[config.mk]
export PLATFORM = sky130hd
export DESIGN_NAME = musa_program_loader
export DESIGN_NICKNAME = d
export VERILOG_FILES = /design/src/rtl/musa_program_loader.sv
export SDC_FILE = /design/constraint.sdc
export NUM_CORES = 1
export LEC_CHECK = 0
export CORE_MARGIN = 2
export CORE_UTILIZATION = 52
export CTS_BUF_LIST = sky130_fd_sc_hd__clkbuf_4
export DETAILED_ROUTE_END_ITERATION = 12
export GPL_ROUTABILITY_DRIVEN = 0
export PLACE_DENSITY_LB_ADDON = 0.08
export REMOVE_ABC_BUFFERS = 1
export SLEW_MARGIN = 20
export SYNTH_ARGS = -nofsm -noshare
export SYNTH_HDL_FRONTEND = slang
export SYNTH_SLANG_ARGS = --single-unit
[constraint.sdc]
create_clock -name clk -period 2 [get_ports clk]
set_clock_uncertainty 0.2 [all_clocks]
set_input_delay 0.3 -clock clk [delete_from_list [all_inputs] [get_ports clk]]
set_output_delay 0.3 -clock clk [all_outputs]
set_load 0.02 [all_outputs]
[src/rtl/musa_program_loader.sv]
`timescale 1ns/1ps
// Framed byte-stream loader: assembles big-endian 32-bit words, writes them to
// instruction memory at consecutive addresses and holds the core while loading.
module musa_program_loader #(
  parameter int                    ADDR_WIDTH = 18,
  parameter logic [7:0]            SYNC_BYTE  = 8'hA5,
  parameter logic [ADDR_WIDTH-1:0] BASE_ADDR  = '0
) (
  input  logic                  clk,
  input  logic                  rst,
  input  logic [7:0]            in_data,
  input  logic                  in_valid,
  output logic                  in_ready,
  output logic [ADDR_WIDTH-1:0] imem_addr,
  output logic [31:0]           imem_data,
  output logic                  imem_wren,
  output logic                  core_hold,
  output logic                  load_done,
  output logic                  load_err
);

  localparam logic [2:0] S_IDLE   = 3'd0;
  localparam logic [2:0] S_CNT_HI = 3'd1;
  localparam logic [2:0] S_CNT_LO = 3'd2;
  localparam logic [2:0] S_DATA   = 3'd3;
  localparam logic [2:0] S_WRITE  = 3'd4;
  localparam logic [2:0] S_CHECK  = 3'd5;

  logic [2:0]            state;
  logic [7:0]            cnt_hi;
  logic [15:0]           cnt;
  logic [1:0]            byte_idx;
  logic [7:0]            acc;
  logic [31:0]           word;
  logic [ADDR_WIDTH-1:0] addr;
  logic                  hold;
  logic                  done;
  logic                  err;
  logic                  xfer;
  logic [15:0]           cnt_rx;

  // Ready is a function of state only (and held low while in reset).
  assign in_ready  = !rst && (state != S_WRITE);
  assign xfer      = in_valid && in_ready;
  assign cnt_rx    = {cnt_hi, in_data};

  assign imem_wren = (state == S_WRITE);
  assign imem_addr = addr;
  assign imem_data = word;
  assign core_hold = hold;
  assign load_done = done;
  assign load_err  = err;

  always_ff @(posedge clk) begin
    if (rst) begin
      state    <= S_IDLE;
      cnt_hi   <= 8'd0;
      cnt      <= 16'd0;
      byte_idx <= 2'd0;
      acc      <= 8'd0;
      word     <= 32'd0;
      addr     <= BASE_ADDR;
      hold     <= 1'b0;
      done     <= 1'b0;
      err      <= 1'b0;
    end else begin
      done <= 1'b0;
      case (state)
        S_IDLE: begin
          if (xfer && (in_data == SYNC_BYTE)) begin
            state    <= S_CNT_HI;
            hold     <= 1'b1;
            err      <= 1'b0;
            acc      <= 8'd0;
            addr     <= BASE_ADDR;
            byte_idx <= 2'd0;
          end
        end
        S_CNT_HI: begin
          if (xfer) begin
            cnt_hi <= in_data;
            state  <= S_CNT_LO;
          end
        end
        S_CNT_LO: begin
          if (xfer) begin
            cnt   <= cnt_rx;
            state <= (cnt_rx == 16'd0) ? S_CHECK : S_DATA;
          end
        end
        S_DATA: begin
          if (xfer) begin
            word     <= {word[23:0], in_data};
            acc      <= acc ^ in_data;
            byte_idx <= byte_idx + 2'd1;
            if (byte_idx == 2'd3) state <= S_WRITE;
          end
        end
        S_WRITE: begin
          // Address advances after the write cycle; wraps naturally at 2^ADDR_WIDTH.
          cnt   <= cnt - 16'd1;
          addr  <= addr + 1'b1;
          state <= (cnt == 16'd1) ? S_CHECK : S_DATA;
        end
        S_CHECK: begin
          if (xfer) begin
            hold  <= 1'b0;
            state <= S_IDLE;
            if (in_data == acc) done <= 1'b1;
            else                err  <= 1'b1;
          end
        end
        default: state <= S_IDLE;
      endcase
    end
  end

endmodule

==> results of run 1 <==
[power groups by stage]
stage	clock network (mW)	registers, mW	logic (mW)
after floorplan	0	1.83	0.0273
after global placement	0	1.83	0.140
after detailed placement	0	1.83	0.141
after CTS	1.08	1.79	0.141
after global routing	1.16	1.79	0.154
final	1.07	1.79	0.144
[state kept, by name, indices dropped and copies added (netlist names), 2 cells and up]
register   cells
imem_addr     18
cnt           16
acc            8
imem_data     32
cnt_hi         8
state          3
byte_idx       2
[worst min path at each step]
| stage | from | endpoint | slack, ns |
|---|---|---|---|
| 6_report | rst | acc[1] | 0.04 |
| 5_1_grt | rst | acc[2] | 0.04 |
| 4_1_cts | rst | acc[1] | 0.01 |
| 3_5_place_dp | imem_data[27] | imem_data[27] | 0.25 |
| 3_3_place_gp | imem_data[24] | imem_data[24] | 0.24 |
| 2_1_floorplan | rst | acc[0] | 0.17 |
[repair_timing]
| action | CTS | global route |
|---|---|---|
| resized for setup | 25 | 23 |
| pin swaps | 0 | 4 |
| endpoints found under the setup margin | 17 | 54 |
| gates cloned | 0 | 1 |
| setup buffers | 3 | 2 |
[Yosys cell counts, types with 2 or more instances]
master,instances,share of area
sky130_fd_sc_hd__nor2_4,2,0.0054
sky130_fd_sc_hd__a31oi_1,17,0.026
sky130_fd_sc_hd__a2111oi_0,2,0.0042
sky130_fd_sc_hd__or4_1,4,0.0072
sky130_fd_sc_hd__xor2_1,2,0.0042
sky130_fd_sc_hd__nor3_1,16,0.019
sky130_fd_sc_hd__buf_2,9,0.011
sky130_fd_sc_hd__a311oi_1,5,0.011
sky130_fd_sc_hd__a41oi_1,2,0.0042
sky130_fd_sc_hd__nor2b_1,17,0.026
sky130_fd_sc_hd__inv_1,6,0.0054
sky130_fd_sc_hd__nor2_1,34,0.031
sky130_fd_sc_hd__nor4_4,2,0.010
sky130_fd_sc_hd__and3_1,4,0.0060
sky130_fd_sc_hd__a21oi_1,79,0.095
sky130_fd_sc_hd__nor4_1,5,0.0075
sky130_fd_sc_hd__dfxtp_1,90,0.43
sky130_fd_sc_hd__a2111o_1,2,0.0054
sky130_fd_sc_hd__o311ai_0,4,0.0084
sky130_fd_sc_hd__nand2b_1,4,0.0060
sky130_fd_sc_hd__clkbuf_1,23,0.021
sky130_fd_sc_hd__and2_1,3,0.0045
sky130_fd_sc_hd__nand4_1,7,0.011
sky130_fd_sc_hd__o21ai_0,29,0.035
sky130_fd_sc_hd__o211ai_1,2,0.0036
sky130_fd_sc_hd__nand2_1,115,0.10
sky130_fd_sc_hd__nand3b_1,2,0.0036
sky130_fd_sc_hd__nand3_1,23,0.028
sky130_fd_sc_hd__ha_1,4,0.012
sky130_fd_sc_hd__or3_1,11,0.017
[cell families after synthesis]
| kind of cell | synth area share |
|---|---|
| mux | 0.00270 |
| buf+inv | 0.0396 |
| simple gates | 0.305 |
| fa+ha+maj | 0.0120 |
| flops | 0.432 |
| compound gates | 0.202 |
| xor+xnor | 0.00630 |
[per-stage QoR]
step                hold WS [ns]  power, mW  instances
floorplan                  0.169       1.86        510
global placement           0.242       1.97        733
CTS                       0.0136       3.02        752
detailed placement         0.248       1.97        733
global route              0.0400       3.10        755
finish                    0.0386       3.01        755
[routing by layer]
| layer | GRT usage | wire (µm) | up-vias |
|---|---|---|---|
| met4 | 0.0870 | 199 | 0 |
| met2 | 0.435 | 5520 | 127 |
| met5 | 0 | 0 | - |
| li1 | - | - | 2137 |
| met3 | 0.0338 | 571 | 16 |
| met1 | 0.340 | 4900 | 2032 |
[final cells by class]
| class | instances | area (µm²) | share of cell area |
|---|---|---|---|
| clock buffer | 10 | 75.1 | 0.0137 |
| inverter | 7 | 28.8 | 0.00525 |
| tap | 102 | 128 | 0.0233 |
| multi-input combinational | 414 | 2250 | 0.410 |
| timing repair buffer | 126 | 1120 | 0.204 |
| clock inverter | 6 | 71.3 | 0.0130 |
| sequential | 90 | 1810 | 0.331 |
==> results.sh, run 1 <==
export IMPL_outcome="complete, no violations"
export IMPL_intPower_mw=2.26
export IMPL_finalCoreUtilization=0.706
export IMPL_final_common_cell="sky130_fd_sc_hd__nand2_1"
export IMPL_worst_setup_path_end_kind="output pin"
export IMPL_worst_case_clock_buffer_depth=2
export IMPL_grt_max_degree=45
export IMPL_synth_yosys_seq_area_share=0.432
export IMPL_diodes=0
export IMPL_path_buf_inv=1
export IMPL_path_delay_family="buffers and inverters"
export IMPL_layout_area_overhead_vs_synth_pct=31.4
export IMPL_core_mm2=0.00777
export IMPL_overflow=0
export IMPL_netlist_area_mm2=0.00417
export IMPL_yosys_warnings=0
export IMPL_cp_start_kind="flop"
export IMPL_power_density_mw_per_mm2=549
export IMPL_netSwitchingFraction=0.248
export IMPL_drc=0
export IMPL_placement_rows=32
export IMPL_number_of_vias_per_cell=5.71
export IMPL_critPathSlowestCell="sky130_fd_sc_hd__clkdlybuf4s50_1"
export IMPL_ctsRootBufferMaster="sky130_fd_sc_hd__clkbuf_4"
export IMPL_layout_filler_cells=655
export IMPL_grt_pass1_wl_um=18200
export IMPL_final_nets=663
export IMPL_clkLatencyLatePin_ns=0.44
export IMPL_timing_hold_violations_final=0
export IMPL_total_iterations_of_the_first_detailed_routing_run=4
export IMPL_setup_total_negative_slack_ns=0
export IMPL_final_min_period_over_clock_period=0.974
export IMPL_timing_critical_path_fanout_max=3
export IMPL_dp_slack_ns=-0.462
export IMPL_total_routing_usage_reported_by_global_routing=0.258
export IMPL_most_frequent_cells_in_the_layout="sky130_fd_sc_hd__nand2_1, sky130_fd_sc_hd__dfxtp_1, sky130_fd_sc_hd__a21oi_1, sky130_fd_sc_hd__buf_4, sky130_fd_sc_hd__clkdlybuf4s50_1"
export IMPL_share_clk_of_total_power=0.356
export IMPL_route_vias_total=4312
export IMPL_cp_data_arrival_time_ns=1.45
export IMPL_clock_sink_count=90
export IMPL_avgSynthCellArea_um2=7.68
export IMPL_post_route_worst_setup_slack_ns=0.0516
export IMPL_timing_worst_setup_path_type="reg2out"
export IMPL_sequentialPowerShare=0.596
export IMPL_maxSlewViolCount=0
export IMPL_grt_setup_unrepaired="yes"
export IMPL_wl_per_cell_um=14.8
export IMPL_design_portCount=66
export IMPL_power_switching_mw=0.746
export IMPL_cts_hold_buf=0
export IMPL_htree_levels=3
export IMPL_start_util=0.537
export IMPL_wirelength_um=11200
export IMPL_worstSetupEndpoint="imem_data[23]"
export IMPL_cell_depth_of_the_worst_min_delay_path=3
export IMPL_antenna_violations_before_repair=0
export IMPL_share_of_final_layout_standard_cells_stronger_than_drive_strength_1=0.167
export IMPL_share_comb_of_total_power=0.048
export IMPL_synth_edff_count=0
export IMPL_worst_setup_path_startpoint="imem_data[23]"
export IMPL_drt_antenna_violating_nets=0
export IMPL_io_buffers=65
export IMPL_post_dp_hpwl_um=7810
export IMPL_area_enclosed_by_the_die_boundary_mm2=0.00875
export IMPL_cell_count_after_synthesis=543
export IMPL_clk_transition_reported_paths_ns=0.15
export IMPL_placement_cell_area_mm2=0.00524
export IMPL_timing_critical_path_slowest_cell_delay_ns=0.63
export IMPL_die_height_um=93.6
export IMPL_worst_endpoint_required_ns=1.50
export IMPL_reg2reg_from="state[0]"
export IMPL_tightest_slew_ns=0.488
export IMPL_worst_path_stages=1
export IMPL_timing_critical_path_cells="clkdlybuf4s50_1"
export IMPL_number_of_cell_instances_on_the_worst_register_to_register_path=5
export IMPL_post_synth_num_cell_types=48
export IMPL_fin_area_mm2=0.00548
export IMPL_drv_max_cap_violation_count=0
export IMPL_die_width_um=93.6
export IMPL_synthArstFlopShare=0
export IMPL_r2r_end="cnt[5]"
export IMPL_clock_fmax_mhz=513
export IMPL_p_leak_nw=2.10
export IMPL_drt_initial_drc_count=224
export IMPL_synth_seq_cells=90
export IMPL_slew_headroom=0.675
export IMPL_synth_top_flop_cell="sky130_fd_sc_hd__dfxtp_1"
export IMPL_final_setup_violations=0
export IMPL_layout_min_cycle_time_ns=1.95
export IMPL_first_global_vias=3956
export IMPL_reg2reg_setup_slack_ns=0.08
export IMPL_tritoncts_clock_tree="yes"
export IMPL_cts_made_buffers=9
export IMPL_vdd_drop_max_mv=0.385
export IMPL_worstHoldPathType="in2reg"
No activity file was read; power rests on OpenSTA's default activity.
==> run 2, diff against run 1 <==
Settings changed: CORE_UTILIZATION 52 to 25.
==> run 2 against run 1 <==
  * Sequential power hardly changed
  * Clock power up 14%
  * Combinational power about the same
  * Sequential share of layout area shrank 0.90 points
  * Flip-flop and latch count stayed put
  * Core utilization is 37 points lower
  * Highest routed layer unchanged
  * Wire length up 14%
  * Register-to-register slack about the same
  * Die area rose by 100%
  * Power grew 4.8%
  * Largest power group unchanged
==> results.sh, run 2 (same netlist as run 1, synthesis figures left out) <==
export IMPL_outcome="complete, no violations"
export IMPL_io_buffers=65
export IMPL_first_global_vias=3982
export IMPL_post_dp_hpwl_um=8880
export IMPL_die_height_um=133
export IMPL_overflow=0
export IMPL_timing_worst_setup_path_type="in2reg"
export IMPL_final_common_cell="sky130_fd_sc_hd__nand2_1"
export IMPL_clock_sink_count=90
export IMPL_maxSlewViolCount=0
export IMPL_design_portCount=66
export IMPL_fin_cells=874
export IMPL_total_iterations_of_the_first_detailed_routing_run=4
export IMPL_layout_min_cycle_time_ns=1.94
export IMPL_grt_pass1_wl_um=20800
export IMPL_drc=0
export IMPL_placement_cell_area_mm2=0.00543
export IMPL_cp_start_kind="primary input"
export IMPL_worst_case_clock_buffer_depth=2
export IMPL_grt_max_degree=53
export IMPL_drv_max_cap_violation_count=0
export IMPL_grt_setup_unrepaired="yes"
export IMPL_worstSetupEndpoint="acc[4]"
export IMPL_final_setup_violations=0
export IMPL_clkLatencyLatePin_ns=0.46
export IMPL_drt_antenna_violating_nets=0
export IMPL_share_of_final_layout_standard_cells_stronger_than_drive_strength_1=0.158
export IMPL_core_mm2=0.0165
export IMPL_drt_initial_drc_count=253
export IMPL_post_route_worst_setup_slack_ns=0.0590
export IMPL_number_of_vias_per_cell=4.85
export IMPL_final_min_period_over_clock_period=0.971
export IMPL_total_routing_usage_reported_by_global_routing=0.145
export IMPL_worst_setup_path_startpoint="in_data[3]"
export IMPL_reg2reg_setup_slack_ns=0.08
export IMPL_slew_headroom=0.615
export IMPL_most_frequent_cells_in_the_layout="sky130_fd_sc_hd__nand2_1, sky130_fd_sc_hd__dfxtp_1, sky130_fd_sc_hd__a21oi_1, sky130_fd_sc_hd__buf_4, sky130_fd_sc_hd__dlygate4sd2_1"
export IMPL_reg2reg_from="state[0]"
export IMPL_dp_slack_ns=-0.482
export IMPL_fin_area_mm2=0.00561
export IMPL_timing_hold_violations_final=0
export IMPL_die_width_um=133
export IMPL_final_nets=663
export IMPL_clock_fmax_mhz=515
export IMPL_htree_levels=3
export IMPL_layout_filler_cells=1793
export IMPL_worstHoldPathType="in2reg"
export IMPL_largest_register_ffs=32
export IMPL_wl_per_cell_um=14.6
export IMPL_cts_made_buffers=9
export IMPL_cp_data_arrival_time_ns=2.09
export IMPL_r2r_end="acc[4]"
export IMPL_tightest_slew_ns=0.577
export IMPL_multiInputGateArea_mm2=0.00224
export IMPL_layout_area_overhead_vs_synth_pct=34.4
export IMPL_tritoncts_clock_tree="yes"
export IMPL_p_leak_nw=2.27
export IMPL_fin_hold_ws_ns=0.0936
export IMPL_placed_cells_incl_taps=855
export IMPL_worst_endpoint_required_ns=2.15
export IMPL_finalCoreUtilization=0.340
export IMPL_antenna_violations_before_repair=1
export IMPL_timing_critical_path_fanout_max=5
export IMPL_clk_transition_reported_paths_ns=0.15
export IMPL_start_util=0.253
export IMPL_vdd_drop_max_mv=0.245
export IMPL_area_enclosed_by_the_die_boundary_mm2=0.0177
export IMPL_number_of_cell_instances_on_the_worst_register_to_register_path=6
export IMPL_layout_area_seq_mm2=0.00181
export IMPL_worst_setup_path_end_kind="flop"
export IMPL_placement_rows=47
export IMPL_ctsRootBufferMaster="sky130_fd_sc_hd__clkbuf_4"
export IMPL_route_vias_total=4241
export IMPL_wirelength_um=12700
export IMPL_power_density_mw_per_mm2=562
==> run 2: worst min-delay path by stage <==
stage | end | from | cells past startpoint
after floorplan | acc[0] | rst | 1
after global placement | imem_data[31] | imem_data[31] | 2
after detailed placement | imem_data[27] | imem_data[27] | 2
after CTS | acc[1] | rst | 3
after global routing | acc[2] | rst | 3
final | acc[1] | rst | 3
==> run 2: stage by stage <==
step,TNS (ns),power (mW)
floorplan,-23.19,1.86
global placement,-14.13,1.98
detailed placement,-14.96,1.98
CTS,0,3.22
global route,-0.0788,3.30
finish,0,3.15
==> run 2: power breakdown <==
part           internal [mW]  leakage [nW]  switching, mW  total, mW
Combinational         0.0573          1.45         0.0853      0.143
Clock                  0.517        0.0867          0.699       1.22
Sequential              1.79         0.726      0.0000626       1.79
Total                   2.37          2.27          0.784       3.15
==> run 2: routing by layer <==
metal / track usage / routed length, µm
met4: 0.0573 / 141
met2: 0.224 / 5920
met1: 0.203 / 6180
met5: 0 / 0
met3: 0.0228 / 488
==> run 2: worst max-delay path: stages <==
cell and delay, ns:
sky130_fd_sc_hd__clkdlybuf4s50_1 0.43, sky130_fd_sc_hd__or4_4 0.59, sky130_fd_sc_hd__o31ai_4 0.34, sky130_fd_sc_hd__nand2_2 0.17, sky130_fd_sc_hd__o21ai_1 0.17, sky130_fd_sc_hd__a21oi_1 0.08
==> run 2: timing repair <==
| item | CTS | global route |
|---|---|---|
| gates resized for setup | 51 | 24 |
| hold buffers | 0 | 0 |
| gates cloned | 0 | 1 |
| setup buffers | 1 | 0 |
| pin swaps | 0 | 4 |
| endpoints found under the setup margin | 46 | 32 |
==> run 2: area by class of cell <==
type | instances | share of cell area
Clock buffer | 9 | 0.0121
Multi-Input combinational cell | 414 | 0.399
Tap cell | 220 | 0.0491
Sequential cell | 90 | 0.322
Inverter | 7 | 0.00513
Timing Repair Buffer | 126 | 0.194
Antenna cell | 1 | 0.000446
Clock inverter | 7 | 0.0183
==> run 3, diff against run 2 <==
Settings changed: CORE_MARGIN 2 to default.
==> run 3 against run 2 <==
  * Combinational power about the same
  * Cell count increased by 0.80%
  * Flip-flop and latch count unchanged
  * Wire length increased by 1.9%
  * Clock-buffer cell count unchanged
  * Worst hold slack got worse by 0.042 ns
  * Die area decreased by 3.0%
  * Via count increased by 1.5%
  * Core utilization increased by 1.7 points
  * Non-clock buffer count increased by 12
  * Global-route usage increased by 0.94 points
  * Critical path type unchanged
  * Critical endpoint is now imem_addr[3]
==> results.sh, run 3 (same netlist as run 1, synthesis figures left out) <==
export IMPL_outcome="complete, no violations"
export IMPL_cp_start_kind="primary input"
export IMPL_reg2reg_from="state[1]"
export IMPL_route_vias_total=4304
export IMPL_htree_levels=3
export IMPL_timing_worst_setup_path_type="in2reg"
export IMPL_final_nets=675
export IMPL_cell_depth_of_the_worst_min_delay_path=3
export IMPL_most_frequent_cells_in_the_layout="sky130_fd_sc_hd__nand2_1, sky130_fd_sc_hd__dfxtp_1, sky130_fd_sc_hd__a21oi_1, sky130_fd_sc_hd__buf_4, sky130_fd_sc_hd__dlygate4sd2_1"
export IMPL_placed_cells_incl_taps=859
export IMPL_layout_min_cycle_time_ns=1.94
export IMPL_fin_hold_ws_ns=0.0511
export IMPL_clock_fmax_mhz=515
export IMPL_share_of_final_layout_standard_cells_stronger_than_drive_strength_1=0.179
export IMPL_clock_sink_count=90
export IMPL_wirelength_um=13000
export IMPL_cp_data_arrival_time_ns=2.11
export IMPL_power_density_mw_per_mm2=576
export IMPL_total_iterations_of_the_first_detailed_routing_run=4
export IMPL_drc=0
export IMPL_diodes=0
export IMPL_slew_headroom=0.667
export IMPL_worst_setup_path_end_kind="flop"
export IMPL_die_height_um=131
export IMPL_reg2reg_setup_slack_ns=0.10
export IMPL_fin_cells=881
export IMPL_groute_layer_met3_usage=0.0270
export IMPL_cts_hold_buf=0
export IMPL_layout_area_overhead_vs_synth_pct=37.6
export IMPL_p_leak_nw=2.29
export IMPL_total_routing_usage_reported_by_global_routing=0.154
export IMPL_cts_made_buffers=9
export IMPL_grt_met2_usage=0.247
export IMPL_worstHoldPathType="in2reg"
export IMPL_largest_register_ffs=32
export IMPL_worst_case_clock_buffer_depth=2
export IMPL_clk_transition_reported_paths_ns=0.18
export IMPL_core_mm2=0.0161
export IMPL_worst_endpoint_required_ns=2.17
export IMPL_start_util=0.260
export IMPL_grt_setup_unrepaired="yes"
export IMPL_grt_pass1_wl_um=21100
export IMPL_overflow=0
export IMPL_drv_max_cap_violation_count=0
export IMPL_final_common_cell="sky130_fd_sc_hd__nand2_1"
export IMPL_area_enclosed_by_the_die_boundary_mm2=0.0172
export IMPL_clkLatencyLatePin_ns=0.49
export IMPL_post_dp_hpwl_um=8920
export IMPL_number_of_vias_per_cell=4.89
export IMPL_timing_hold_violations_final=0
export IMPL_tightest_slew_ns=0.487
export IMPL_global_route_usage_met1=0.203
export IMPL_final_min_period_over_clock_period=0.970
export IMPL_fin_area_mm2=0.00574
export IMPL_placement_cell_area_mm2=0.00551
export IMPL_grt_max_degree=80
export IMPL_io_buffers=65
export IMPL_die_width_um=131
export IMPL_antenna_violations_before_repair=0
export IMPL_r2r_end="acc[4]"
export IMPL_hold_path_startpoint="rst"
export IMPL_timing_critical_path_fanout_max=10
export IMPL_drt_antenna_violating_nets=0
export IMPL_gr_max_usage_layer="met2"
export IMPL_number_of_cell_instances_on_the_worst_register_to_register_path=6
export IMPL_worst_setup_path_startpoint="in_data[1]"
export IMPL_design_portCount=66
export IMPL_tritoncts_clock_tree="yes"
export IMPL_maxSlewViolCount=0
export IMPL_totalPowerFinal_mw=3.30
export IMPL_worst_hold_path_endpoint="imem_data[30]"
export IMPL_ctsRootBufferMaster="sky130_fd_sc_hd__clkbuf_4"
export IMPL_first_global_vias=4058
export IMPL_final_setup_violations=0
export IMPL_drt_initial_drc_count=182
export IMPL_vdd_drop_max_mv=0.240
export IMPL_wl_per_cell_um=14.7
export IMPL_placement_rows=46
-- run 3: metrics by stage --
step | worst slack [ns] | TNS (ns) | util
final | 0.0593 | 0 | 0.357
after global routing | -0.0145 | -0.0266 | 0.357
after CTS | -0.00601 | -0.00601 | 0.353
after detailed placement | -0.468 | -16.20 | 0.343
after global placement | -0.454 | -14.82 | 0.343
after floorplan | -0.531 | -23.19 | -
-- run 3: worst max path at each step --
stage | endpoint | depth (start not counted)
after detailed placement | acc[4] | 6
after global placement | acc[4] | 6
after CTS | imem_wren | 4
after floorplan | byte_idx[0] | 5
final | imem_addr[3] | 7
after global routing | acc[5] | 6
-- run 3: critical path, cell delays in order --
cell and delay (ns):
sky130_fd_sc_hd__clkdlybuf4s50_1 0.46, sky130_fd_sc_hd__or4_4 0.61, sky130_fd_sc_hd__nor2_4 0.19, sky130_fd_sc_hd__a31oi_1 0.10, sky130_fd_sc_hd__buf_4 0.18, sky130_fd_sc_hd__o21ai_0 0.18, sky130_fd_sc_hd__a21oi_1 0.08
-- run 3: metal layers --
metal | vias to the layer above | wire length, µm
met1 | 2050 | 6240
met3 | 17 | 541
met2 | 82 | 5940
met4 | 0 | 266
met5 | - | 0
li1 | 2155 | -
-- run 3: area by class of cell --
class / instances / area, µm²
well taps: 216 / 270
inverters: 7 / 28.8
multi-input cells: 414 / 2240
fillers: 1706 / 10300
flip-flops and latches: 90 / 1810
clock buffers: 9 / 67.6
repair buffers: 138 / 1190
clock inverters: 7 / 125
-- run 3: timing repair --
item	CTS	global route
buffers inserted	1	4
endpoints found under the setup margin	48	21
pin swaps	0	3
resized for setup	58	21
cloned	0	1
-- run 3: where the power goes --
| group | total (mW) | switching, mW | leakage [nW] | internal, mW |
|---|---|---|---|---|
| combinational | 0.146 | 0.0870 | 1.46 | 0.0588 |
| sequential | 1.79 | 0.0000666 | 0.728 | 1.79 |
| clock | 1.37 | 0.719 | 0.101 | 0.646 |
| total | 3.30 | 0.806 | 2.29 | 2.50 |
